<file path="config.mk">
export PLATFORM = sky130hd
export DESIGN_NAME = fwd_scoreboard_flat
export DESIGN_NICKNAME = d
export VERILOG_FILES = /design/src/rtl/fwd_scoreboard_if.sv /design/src/rtl/fwd_scoreboard.sv /design/src/flat_wrapper.sv
export SDC_FILE = /design/constraint.sdc
export NUM_CORES = 1
export LEC_CHECK = 0
export CELL_PAD_IN_SITES_DETAIL_PLACEMENT = 0
export CELL_PAD_IN_SITES_GLOBAL_PLACEMENT = 1
export CORE_MARGIN = 10
export CORE_UTILIZATION = 30
export CTS_BUF_LIST = sky130_fd_sc_hd__clkbuf_16
export DETAILED_ROUTE_END_ITERATION = 7
export GPL_TIMING_DRIVEN = 0
export PLACE_DENSITY = 0.7
export SLEW_MARGIN = 10
export SYNTH_ARGS = -nofsm -noshare
export SYNTH_HDL_FRONTEND = slang
export SYNTH_SLANG_ARGS = --single-unit
</file>
<file path="constraint.sdc">
create_clock -name clk -period 1.6 [get_ports clk]
set_input_delay 0.16 -clock clk [delete_from_list [all_inputs] [get_ports clk]]
set_output_delay 0.16 -clock clk [all_outputs]
set_load 0.005 [all_outputs]
</file>
<file path="src/rtl/fwd_scoreboard_if.sv">
// rtl/fwd_scoreboard_if.sv - issue/operand/forwarding bundle between ID stage and fwd_scoreboard
//  master: ID-side controller (drives issue_*, src_*, hold, flush; receives fwd_sel, stall, busy)
//  slave : fwd_scoreboard
//  fwd_sel operand k occupies [k*FW +: FW] = {stage[SW-1:0], kind[1:0]}
interface fwd_scoreboard_if #(
    parameter int AW    = 3,
    parameter int DEPTH = 3,
    parameter int NSRC  = 2
);
    localparam int SW = $clog2(DEPTH);
    localparam int FW = SW + 2;

    logic                 issue_valid;
    logic [AW-1:0]        issue_rd;
    logic [1:0]           issue_class;
    logic [NSRC-1:0]      src_valid;
    logic [NSRC*AW-1:0]   src_addr;
    logic                 hold;
    logic                 flush;
    logic [NSRC*FW-1:0]   fwd_sel;
    logic                 stall;
    logic                 busy;

    modport master (
        output issue_valid, issue_rd, issue_class, src_valid, src_addr, hold, flush,
        input  fwd_sel, stall, busy
    );

    modport slave (
        input  issue_valid, issue_rd, issue_class, src_valid, src_addr, hold, flush,
        output fwd_sel, stall, busy
    );
endinterface

</file>
<file path="src/rtl/fwd_scoreboard.sv">
// rtl/fwd_scoreboard.sv - in-flight writer scoreboard with youngest-producer forwarding select and load-use stall
//  Ports: clk, rst (sync active-high), bus (fwd_scoreboard_if.slave).
//  Optional FWD_PERF_CNT_EN: adds stall_cnt[31:0] / fwd_cnt[31:0] saturating event counters.
//  Entry 0 is EX, entry DEPTH-1 the oldest tracked stage; loads become forwardable at LOAD_LAT.
module fwd_scoreboard #(
    parameter int AW       = 3,
    parameter int DEPTH    = 3,
    parameter int NSRC     = 2,
    parameter int LOAD_LAT = 1
) (
    input  logic              clk,
    input  logic              rst,
    fwd_scoreboard_if.slave   bus
`ifdef FWD_PERF_CNT_EN
    ,
    output logic [31:0]       stall_cnt,
    output logic [31:0]       fwd_cnt
`endif
);
    localparam int SW = $clog2(DEPTH);
    localparam int FW = SW + 2;

    localparam logic [1:0] CLS_NONE = 2'b00;
    localparam logic [1:0] CLS_LOAD = 2'b10;

    logic          ent_v   [DEPTH];
    logic [AW-1:0] ent_rd  [DEPTH];
    logic [1:0]    ent_cls [DEPTH];

    logic [NSRC*FW-1:0] sel;
    logic [NSRC-1:0]    stall_op;
    logic               hit;
    int                 hit_i;
    logic [1:0]         hit_cls;

    // Scan oldest to youngest so the youngest matching producer overwrites older ones.
    always_comb begin
        sel      = '0;
        stall_op = '0;
        hit      = 1'b0;
        hit_i    = 0;
        hit_cls  = CLS_NONE;
        for (int k = 0; k < NSRC; k++) begin
            hit     = 1'b0;
            hit_i   = 0;
            hit_cls = CLS_NONE;
            for (int i = DEPTH - 1; i >= 0; i--) begin
                if (bus.src_valid[k] && ent_v[i] && ent_rd[i] == bus.src_addr[k*AW +: AW]) begin
                    hit     = 1'b1;
                    hit_i   = i;
                    hit_cls = ent_cls[i];
                end
            end
            // A load that has not reached LOAD_LAT blocks the operand even if an older
            // producer of the same register exists further down the pipe.
            stall_op[k] = hit && hit_cls == CLS_LOAD && hit_i < LOAD_LAT && bus.issue_valid;
            if (hit && !stall_op[k]) begin
                sel[k*FW +: FW] = {SW'(hit_i), hit_cls};
            end
        end
    end

    assign bus.fwd_sel = sel;
    assign bus.stall   = |stall_op;

    always_comb begin
        bus.busy = 1'b0;
        for (int i = 0; i < DEPTH; i++) begin
            bus.busy = bus.busy | ent_v[i];
        end
    end

    logic issue_take;
    assign issue_take = bus.issue_valid && !bus.stall && !bus.flush && bus.issue_class != CLS_NONE;

    always_ff @(posedge clk) begin
        if (rst) begin
            for (int i = 0; i < DEPTH; i++) begin
                ent_v[i]   <= 1'b0;
                ent_rd[i]  <= '0;
                ent_cls[i] <= CLS_NONE;
            end
        end else if (!bus.hold) begin
            for (int i = DEPTH - 1; i >= 2; i--) begin
                ent_v[i]   <= ent_v[i-1];
                ent_rd[i]  <= ent_rd[i-1];
                ent_cls[i] <= ent_cls[i-1];
            end
            // On flush the instruction currently in EX is killed as it moves to MEM.
            ent_v[1]   <= bus.flush ? 1'b0 : ent_v[0];
            ent_rd[1]  <= ent_rd[0];
            ent_cls[1] <= ent_cls[0];
            ent_v[0]   <= issue_take;
            ent_rd[0]  <= issue_take ? bus.issue_rd : '0;
            ent_cls[0] <= issue_take ? bus.issue_class : CLS_NONE;
        end
    end

`ifdef FWD_PERF_CNT_EN
    int          fwd_num;
    logic [32:0] fwd_sum;

    always_comb begin
        fwd_num = 0;
        for (int k = 0; k < NSRC; k++) begin
            if (sel[k*FW +: 2] != CLS_NONE) begin
                fwd_num = fwd_num + 1;
            end
        end
        fwd_sum = {1'b0, fwd_cnt} + 33'(fwd_num);
    end

    always_ff @(posedge clk) begin
        if (rst) begin
            stall_cnt <= '0;
            fwd_cnt   <= '0;
        end else if (!bus.hold) begin
            if (bus.stall) begin
                if (stall_cnt != 32'hFFFF_FFFF) begin
                    stall_cnt <= stall_cnt + 32'd1;
                end
            end else begin
                fwd_cnt <= fwd_sum[32] ? 32'hFFFF_FFFF : fwd_sum[31:0];
            end
        end
    end
`endif
endmodule
</file>
<file path="src/flat_wrapper.sv">
// flat-port wrapper written by rule: the top's interface ports become plain ports
module fwd_scoreboard_flat 
#(
    parameter int AW       = 3,
    parameter int DEPTH    = 3,
    parameter int NSRC     = 2,
    parameter int LOAD_LAT = 1
)
  (clk, rst, bus_issue_valid, bus_issue_rd, bus_issue_class, bus_src_valid, bus_src_addr, bus_hold, bus_flush, bus_fwd_sel, bus_stall, bus_busy);
  fwd_scoreboard_if #(.AW(AW), .DEPTH(DEPTH), .NSRC(NSRC)) bus_i ();
  input  logic clk;
  input  logic rst;
  input wire logic [$bits(bus_i.issue_valid)-1:0] bus_issue_valid;
  input wire logic [$bits(bus_i.issue_rd)-1:0] bus_issue_rd;
  input wire logic [$bits(bus_i.issue_class)-1:0] bus_issue_class;
  input wire logic [$bits(bus_i.src_valid)-1:0] bus_src_valid;
  input wire logic [$bits(bus_i.src_addr)-1:0] bus_src_addr;
  input wire logic [$bits(bus_i.hold)-1:0] bus_hold;
  input wire logic [$bits(bus_i.flush)-1:0] bus_flush;
  output wire logic [$bits(bus_i.fwd_sel)-1:0] bus_fwd_sel;
  output wire logic [$bits(bus_i.stall)-1:0] bus_stall;
  output wire logic [$bits(bus_i.busy)-1:0] bus_busy;
  assign bus_i.issue_valid = bus_issue_valid;
  assign bus_i.issue_rd = bus_issue_rd;
  assign bus_i.issue_class = bus_issue_class;
  assign bus_i.src_valid = bus_src_valid;
  assign bus_i.src_addr = bus_src_addr;
  assign bus_i.hold = bus_hold;
  assign bus_i.flush = bus_flush;
  assign bus_fwd_sel = bus_i.fwd_sel;
  assign bus_stall = bus_i.stall;
  assign bus_busy = bus_i.busy;
  fwd_scoreboard #(.AW(AW), .DEPTH(DEPTH), .NSRC(NSRC), .LOAD_LAT(LOAD_LAT)) u_core (.clk(clk), .rst(rst), .bus(bus_i));
endmodule
</file>
* After elaboration in Yosys (flattened, before gate mapping)
Memories as Yosys holds them, arrays and structs flattened. Cells that the tools add are included.
Cells by class: multiplexer cells 37, reduce and logical (&&, ||, !) cells 29, magnitude comparators 2, bitwise gates (word level) 11, equality and inequality tests 8
Operators with widths (count):
- $mux W2 | 16
- $logic_and A1 B1 Y1 | 23
- $eq A3 B3 Y1 | 6
- $mux W1 | 15
- $mux W3 | 4
- $or A1 B1 Y1 | 11
- $mux W4 | 2
- $eq A2 B2 Y1 const B | 2
- $logic_not A1 Y1 | 4
- $lt A2 B1 Y1 const B | 2
- $reduce_bool A2 Y1 | 1
- $reduce_or A2 Y1 | 1
Storage, ports and cells: input bits 18, RAM bits 18, output and inout bits 10, word-level logic and storage cells 90, flip-flop bits (word level) 0, memories kept 3
Memory list:
- u_core.ent_rd | depth 3, bits a word 3, rd ports 3, clocked after Yosys merged registers in 0, wr ports 3, RTL line fwd_scoreboard.sv:27 | logic [AW-1:0] ent_rd [DEPTH];
- u_core.ent_cls | depth 3, bits a word 2, rd ports 3, clocked after Yosys merged registers in 0, wr ports 3, RTL line fwd_scoreboard.sv:28 | logic [1:0] ent_cls [DEPTH];
- u_core.ent_v | depth 3, bits a word 1, rd ports 3, clocked after Yosys merged registers in 0, wr ports 3, RTL line fwd_scoreboard.sv:26 | logic ent_v [DEPTH];

* Longest topological paths before layout
An unclocked memory read counts as a cell.
word-level depth 17, mapped depth 4

* Worst setup path before layout
Ideal clock, no wire load.
path kind reg2reg, start point memory u_core.ent_rd[0][2], end point memory u_core.ent_cls[0][0], data pin, data required time 1.340 ns, setup slack -0.097 ns, arrival 1.437 ns, stages on the path, launching flop included 5, cell sequence edfxtp_1 > xor2_1 > or4_4 > a21oi_4 > nor2_1
RTL lines (RTL line):
- start: declaration | fwd_scoreboard.sv:27
- end: declaration | fwd_scoreboard.sv:28

==> run summary <==
* number of buffers added by the clock tree synthesis step: 3
* Power per Cell Area: 750 nW/µm²
* fraction of the mapped netlist area in compound gates: 0.0684
* area of all placed cells without fillers: 1740 µm²
* Adder-Cell Fraction of Synth Area: 0
* peak ir drop on the vdd network: 446 µV
* clock latency on the worst-skew pair: 0.25 ns
* post-synthesis register bit count: 18
* initial antenna violation count: 0
* Site Rows: 21
* crit path setup slack, layout: -0.489 ns
* fraction of layout instances using a drive strength above 1: 0.349
* largest net degree at the start of global routing: 19
* Max transition margin: 0.469
* Setup TNS Final: -6.08 ns
* global routing usage summed across all routing layers: 0.0916
* most common cell after layout, fill and taps aside: sky130_fd_sc_hd__edfxtp_1
* Final Max Slew Viols: 0
* number of violations reported at the end of detailed-routing iteration 0: 37
* syn avg cell area: 10.6 µm²
* violated checks: negative setup slack
* portion of netlist area occupied by mux cells: 0
* post-placement cell count: 175
* Critical Path RT: 1.44 ns
* unrepaired setup endpoints after global routing: true
* TritonCTS clock tree: yes
* remaining number of nets flagged by the antenna check after routing: 0
* total routed wirelength: 2.90 mm
* worst endpoint data arrival time: 1.93 ns
* register clock-pin slew on the reported worst setup and hold paths: 0.05 ns
* Netlist cell types: 26
* Cell Area, Placed: 1410 µm²
* Mapped Area: 1080 µm²
* detailed-route vias per instance: 4.80
* category of the most critical setup path: register to output pin
* number of warning messages in the yosys log: 0
* width of the chip: 80.0 µm
* total via count after detailed routing: 921
* Min-Delay Path Class: input pin to register
* DRC violation count after routing: 0
* GP Congestion: 0.730
* crit end category: output pin
* remaining global-route overflow: 0
* worst hold-check slack: 0.556 ns
* router iterations before antenna repair: 4
* Setup crit start kind: register
* Net count, final: 165
* worst setup slack after placement: -0.837 ns
* antenna cells: 0
* clk sinks: 18
* maximum fanout along the worst path: 3
* slew at the pin closest to its max-slew limit: 0.789 ns
* main combinational cell family by area after synthesis: simple AND/OR/NAND/NOR gates
* maximum clock insertion buffer count: 2
* Post-Syn Instances: 102
* wire length of the first global-routing pass: 4.60 mm
* status: complete, but fails checks
* hold violation total from the final report: 0
* number of levels the H-tree was split into: 1
* initial core utilization: 0.316
* dpl hpwl: 2.06 mm
* portion of the post-synthesis area used by sequential elements: 0.501
* fraction of the mapped netlist area in simple logic gates: 0.277
* non-filler instance count after layout: 192
* die span in y: 80.0 µm
* final critical-path required period: 2.09 ns
* LEAKAGE: 0.673 nW
* Maximum Capacitance Violations: 0
* area of the die: 6390 µm²
* Period Utilization, post-route: 1.31
* area overhead of the layout relative to synthesis: 61.0%
* highest attainable clock frequency: 479 MHz
* routed wire length per instance: 15.1 µm
* Fillers: 328
* placeable core region: 3420 µm²
* total of endpoints with negative setup slack in the final report: 15
* most frequent cells in the layout: sky130_fd_sc_hd__edfxtp_1, sky130_fd_sc_hd__clkdlybuf4s50_1, sky130_fd_sc_hd__xor2_1
* count of boundary I/O pins: 28
* number of port buffers: 27
* xor/xnor share of the synthesized area: 0.146
* via count of the first global-routing pass: 1002
* nets in the synthesized netlist: 120
* largest clock skew in the final design: 0.00140 ns
* Root Buffer Master: sky130_fd_sc_hd__clkbuf_16
power by group:
group,switching [W],internal [W],total (W)
Sequential,0.0000312,0.000551,0.000582
Clock,0.000169,0.000332,0.000502
Combinational,0.000107,0.000111,0.000217
Total,0.000307,0.000994,0.00130
cell usage after synthesis, drive strengths merged:
| master | instances | area (µm²) |
|---|---|---|
| or4 | 3 | 30.0 |
| nor2b | 1 | 6.26 |
| edfxtp | 18 | 541 |
| nand2b | 1 | 6.26 |
| and4 | 1 | 8.76 |
| clkbuf | 1 | 3.75 |
| nor2 | 9 | 33.8 |
| and3 | 3 | 21.3 |
| a31oi | 2 | 12.5 |
| xor2 | 15 | 131 |
| or3 | 1 | 6.26 |
| nor4 | 6 | 37.5 |
| o21ai | 2 | 10.0 |
| nand2 | 10 | 37.5 |
| a22oi | 2 | 15.0 |
| and2 | 11 | 68.8 |
| nand4 | 1 | 6.26 |
| nand3b | 1 | 7.51 |
| nor4b | 1 | 8.76 |
| inv | 1 | 3.75 |
| xnor2 | 3 | 26.3 |
| a21oi | 5 | 36.3 |
| nand3 | 4 | 20.0 |
metrics by stage:
stage	total power (W)	util
3_5_place_dp	0.000749	0.412
6_report	0.00130	0.508
2_1_floorplan	0.000654	-
4_1_cts	0.00129	0.489
5_1_grt	0.00135	0.508
3_3_place_gp	0.000745	0.412
cells by family (layout without fill, tap and decap cells):
kind of cell	count (synthesis)	in the layout
DFF	18	18
buffers and inverters	2	46
AOI/OAI and AO/OA	11	11
xor gates and xnor gates	18	18
and+or+nand+nor	53	53
registers in the layout, indices dropped and copies added (netlist names):
register	count
u_core.ent_rd	9
u_core.ent_v	3
u_core.ent_cls	6
final cells by class:
class	count	area, µm²	area share
Buffer	1	3.75	0.00216
Tap cell	46	57.6	0.0331
Clock inverter	1	3.75	0.00216
Clock buffer	3	75.1	0.0432
Inverter	1	3.75	0.00216
Timing Repair Buffer	40	357	0.205
Multi-Input combinational cell	82	696	0.401
Sequential cell	18	541	0.311
worst max-delay path, cell delays in order (launching register included):
cell and delay [ns]:
sky130_fd_sc_hd__edfxtp_1 0.50, sky130_fd_sc_hd__xor2_2 0.19, sky130_fd_sc_hd__or4_4 0.56, sky130_fd_sc_hd__buf_6 0.15, sky130_fd_sc_hd__a21oi_4 0.15, sky130_fd_sc_hd__buf_2 0.13
final timing paths:
path / from / slack (ns) / to / depth (start not counted)
min: bus_issue_rd[0] / 0.56 / u_core.ent_rd[0][0]$_SDFFCE_PN0P_ / 3
max reg2reg: u_core.ent_rd[0][0]$_SDFFCE_PN0P_ / -0.46 / u_core.ent_rd[0][2]$_SDFFCE_PN0P_ / 7
min reg2reg: u_core.ent_cls[0][1]$_SDFFCE_PN0P_ / 0.58 / u_core.ent_cls[0][3]$_SDFFCE_PN0P_ / 1
max: u_core.ent_rd[0][0]$_SDFFCE_PN0P_ / -0.49 / bus_stall / 5
layer usage:
layer	part of all wire	GRT usage
met1	0.42	0.107
met2	0.49	0.148
met3	0.064	0.0282
met4	0.023	0.0440
met5	0	0
repair_timing:
action,CTS,global route
resized for setup,64,13
endpoints found under the setup margin,16,33
buffers inserted,13,2
pin swaps,15,15
hold buffers,0,0
Note: power is estimated with default switching activity, not from simulation.
==> edit, RTL diff (same settings) <==
`AW` is set to 3 in 3 places; all go to 2.
--- a/src/rtl/fwd_scoreboard_if.sv
+++ b/src/rtl/fwd_scoreboard_if.sv
@@ -3,7 +3,7 @@
 //  slave : fwd_scoreboard
 //  fwd_sel operand k occupies [k*FW +: FW] = {stage[SW-1:0], kind[1:0]}
 interface fwd_scoreboard_if #(
-    parameter int AW    = 3,
+    parameter int AW    = 2,
     parameter int DEPTH = 3,
     parameter int NSRC  = 2
 );
--- a/src/rtl/fwd_scoreboard.sv
+++ b/src/rtl/fwd_scoreboard.sv
@@ -3,7 +3,7 @@
 //  Optional FWD_PERF_CNT_EN: adds stall_cnt[31:0] / fwd_cnt[31:0] saturating event counters.
 //  Entry 0 is EX, entry DEPTH-1 the oldest tracked stage; loads become forwardable at LOAD_LAT.
 module fwd_scoreboard #(
-    parameter int AW       = 3,
+    parameter int AW       = 2,
     parameter int DEPTH    = 3,
     parameter int NSRC     = 2,
     parameter int LOAD_LAT = 1
--- a/src/flat_wrapper.sv
+++ b/src/flat_wrapper.sv
@@ -1,7 +1,7 @@
 // flat-port wrapper written by rule: the top's interface ports become plain ports
 module fwd_scoreboard_flat 
 #(
-    parameter int AW       = 3,
+    parameter int AW       = 2,
     parameter int DEPTH    = 3,
     parameter int NSRC     = 2,
     parameter int LOAD_LAT = 1
Ports: changed (resized bus_issue_rd and bus_src_addr); port bits go from 28 to 25. The function was not compared with the original's and may differ.
==> edit against the original RTL <==
The flow still finishes with violations (negative setup slack). Count of clock-buffer cells in the layout stayed put. Critical path depth is 2 higher. Setup slack better by 0.22 ns. Utilization is 0.30 points higher. First-iteration DRC count stayed put. Total power is 13% lower. Wire length is 16% lower. Highest routed layer unchanged. Sequential cell count is 3 lower. Synthesized area is 19% lower. Clock skew is 0.0012 ns higher. Die area is 14% lower. Register-to-register slack better by 0.33 ns. Critical endpoint is now bus_fwd_sel[5]. Cell area is 18% lower.
==> edit: results (changes against the original RTL) <==
IO Port Bufs: 24 (was 27)
Place WS: -0.748 ns (was -0.837 ns)
Signal buffers: 37 (was 41)
Violated checks: negative setup slack (unchanged)
Post-Syn Area per Cell: 10.5 µm² (was 10.6 µm²)
Synth Area in Compound Gates: 0.0858 (was 0.0684)
Min-Delay Path Class: flip-flop to flip-flop (was input port to flip-flop)
Ranking of synthesized cells by area: edfxtp_1, xor2_1, and2_1 (unchanged)
Final worst slack: -0.266 ns (was -0.489 ns)
Lkg Pwr: 0.000581 µW (was 0.000673 µW)
Largest net degree at the start of global routing: 16 (was 19)
Pint: 875 µW (was 994 µW)
Crit-path max cell delay: 0.46 ns (was 0.56 ns)
Most frequent cells after synthesis: edfxtp_1, and2_1, nor2_1, xor2_1 (was edfxtp_1, xor2_1, and2_1)
Synth cell types: 20 (was 26)
Seq/Total Area, Yosys: 0.515 (was 0.501)
CP Data Arrival Time: 1.71 ns (was 1.93 ns)
Syn_nets: 98 (was 120)
Post-DP Area: 1150 µm² (was 1410 µm²)
Status: complete, but fails checks (unchanged)
#MultiIn Comb: 66 (was 82)
Tapcells: 31 (was 46)
First-pass GRT wire length: 4080 µm (was 4600 µm)
Multi-input gate area: 534 µm² (was 696 µm²)
Setup TNS: -1.97 ns (was -6.08 ns)
GRT met1 Usage: 0.109 (was 0.107)
Xor/xnor share of the synthesized area: 0.120 (was 0.146)
# setup viols final: 14 (was 15)
Area delta synth->final: 62.7% (was 61.0%)
Ant diodes: 0 (unchanged)
Pwr Density: 792 nW/µm² (was 750 nW/µm²)
Hold path depth: 1 (was 3)
Peak supply drop: 0.000556 V (was 0.000446 V)
GR Layer Usage met3: 0.0332 (was 0.0282)
GRT overflow: 0 (unchanged)
Logic inverters: 2 (was 1)
Fill cell count: 262 (was 328)
Largest registers: u_core.ent_cls (6), u_core.ent_rd (6), u_core.ent_v (3) (was u_core.ent_rd (9), u_core.ent_cls (6), u_core.ent_v (3))
Met2 WL: 1180 µm (was 1420 µm)
Relative slew slack: 0.513 (was 0.469)
P_seq: 482 µW (was 582 µW)
Final-layout clock-cell area share: 0.0554 (was 0.0454)
Yosys top cell area share: 0.515 (was 0.501)
Share of cells above drive strength 1: 0.387 (was 0.349)
Via Count: 771 (was 921)
Placed instance count: 138 (was 175)
Number of synthesized flops with an enable pin: 15 (was 18)
Comb power frac: 0.147 (was 0.167)
Tot GR Track Use: 0.0931 (was 0.0916)
Kind of cell adding the most delay to the critical path: buffers and inverters (was simple AND/OR/NAND/NOR gates)
Met2 Usage GRT: 0.154 (was 0.148)
Signal buffers share of area: 0.220 (was 0.207)
Wire length per cell: 15.7 µm (was 15.1 µm)
Met3 WL post-DR: 192 µm (was 186 µm)
edit: cell count changes in the layout (fill, tap and decap cells not counted), moves of 3 or more:
cell             before  now
nor2_2                1    6
or4_4                 3    0
edfxtp_1             18   15
nand2_1              10    6
buf_2                 6    9
nor4_4                3    0
and3_4                3    0
xor2_1               12    4
clkdlybuf4s50_1      15   10
nor2_1                7    2
edit: what timing repair did:
action,4_1_cts,5_1_grt
setup endpoints to repair,15,14
cloned,0,0
pin swaps,22,0
gates resized for setup,62,10
buffers inserted,13,1
edit: final timing paths:
kind / startpoint / end / slack, ns
worst max-delay path: u_core.ent_rd[0][0] / bus_fwd_sel[5] / -0.27
worst min-delay path: u_core.ent_cls[0][1] / u_core.ent_cls[0][3] / 0.59
worst max register to register: u_core.ent_rd[0][0] / u_core.ent_rd[0][0] / -0.13
worst min register to register: u_core.ent_cls[0][1] / u_core.ent_cls[0][3] / 0.59
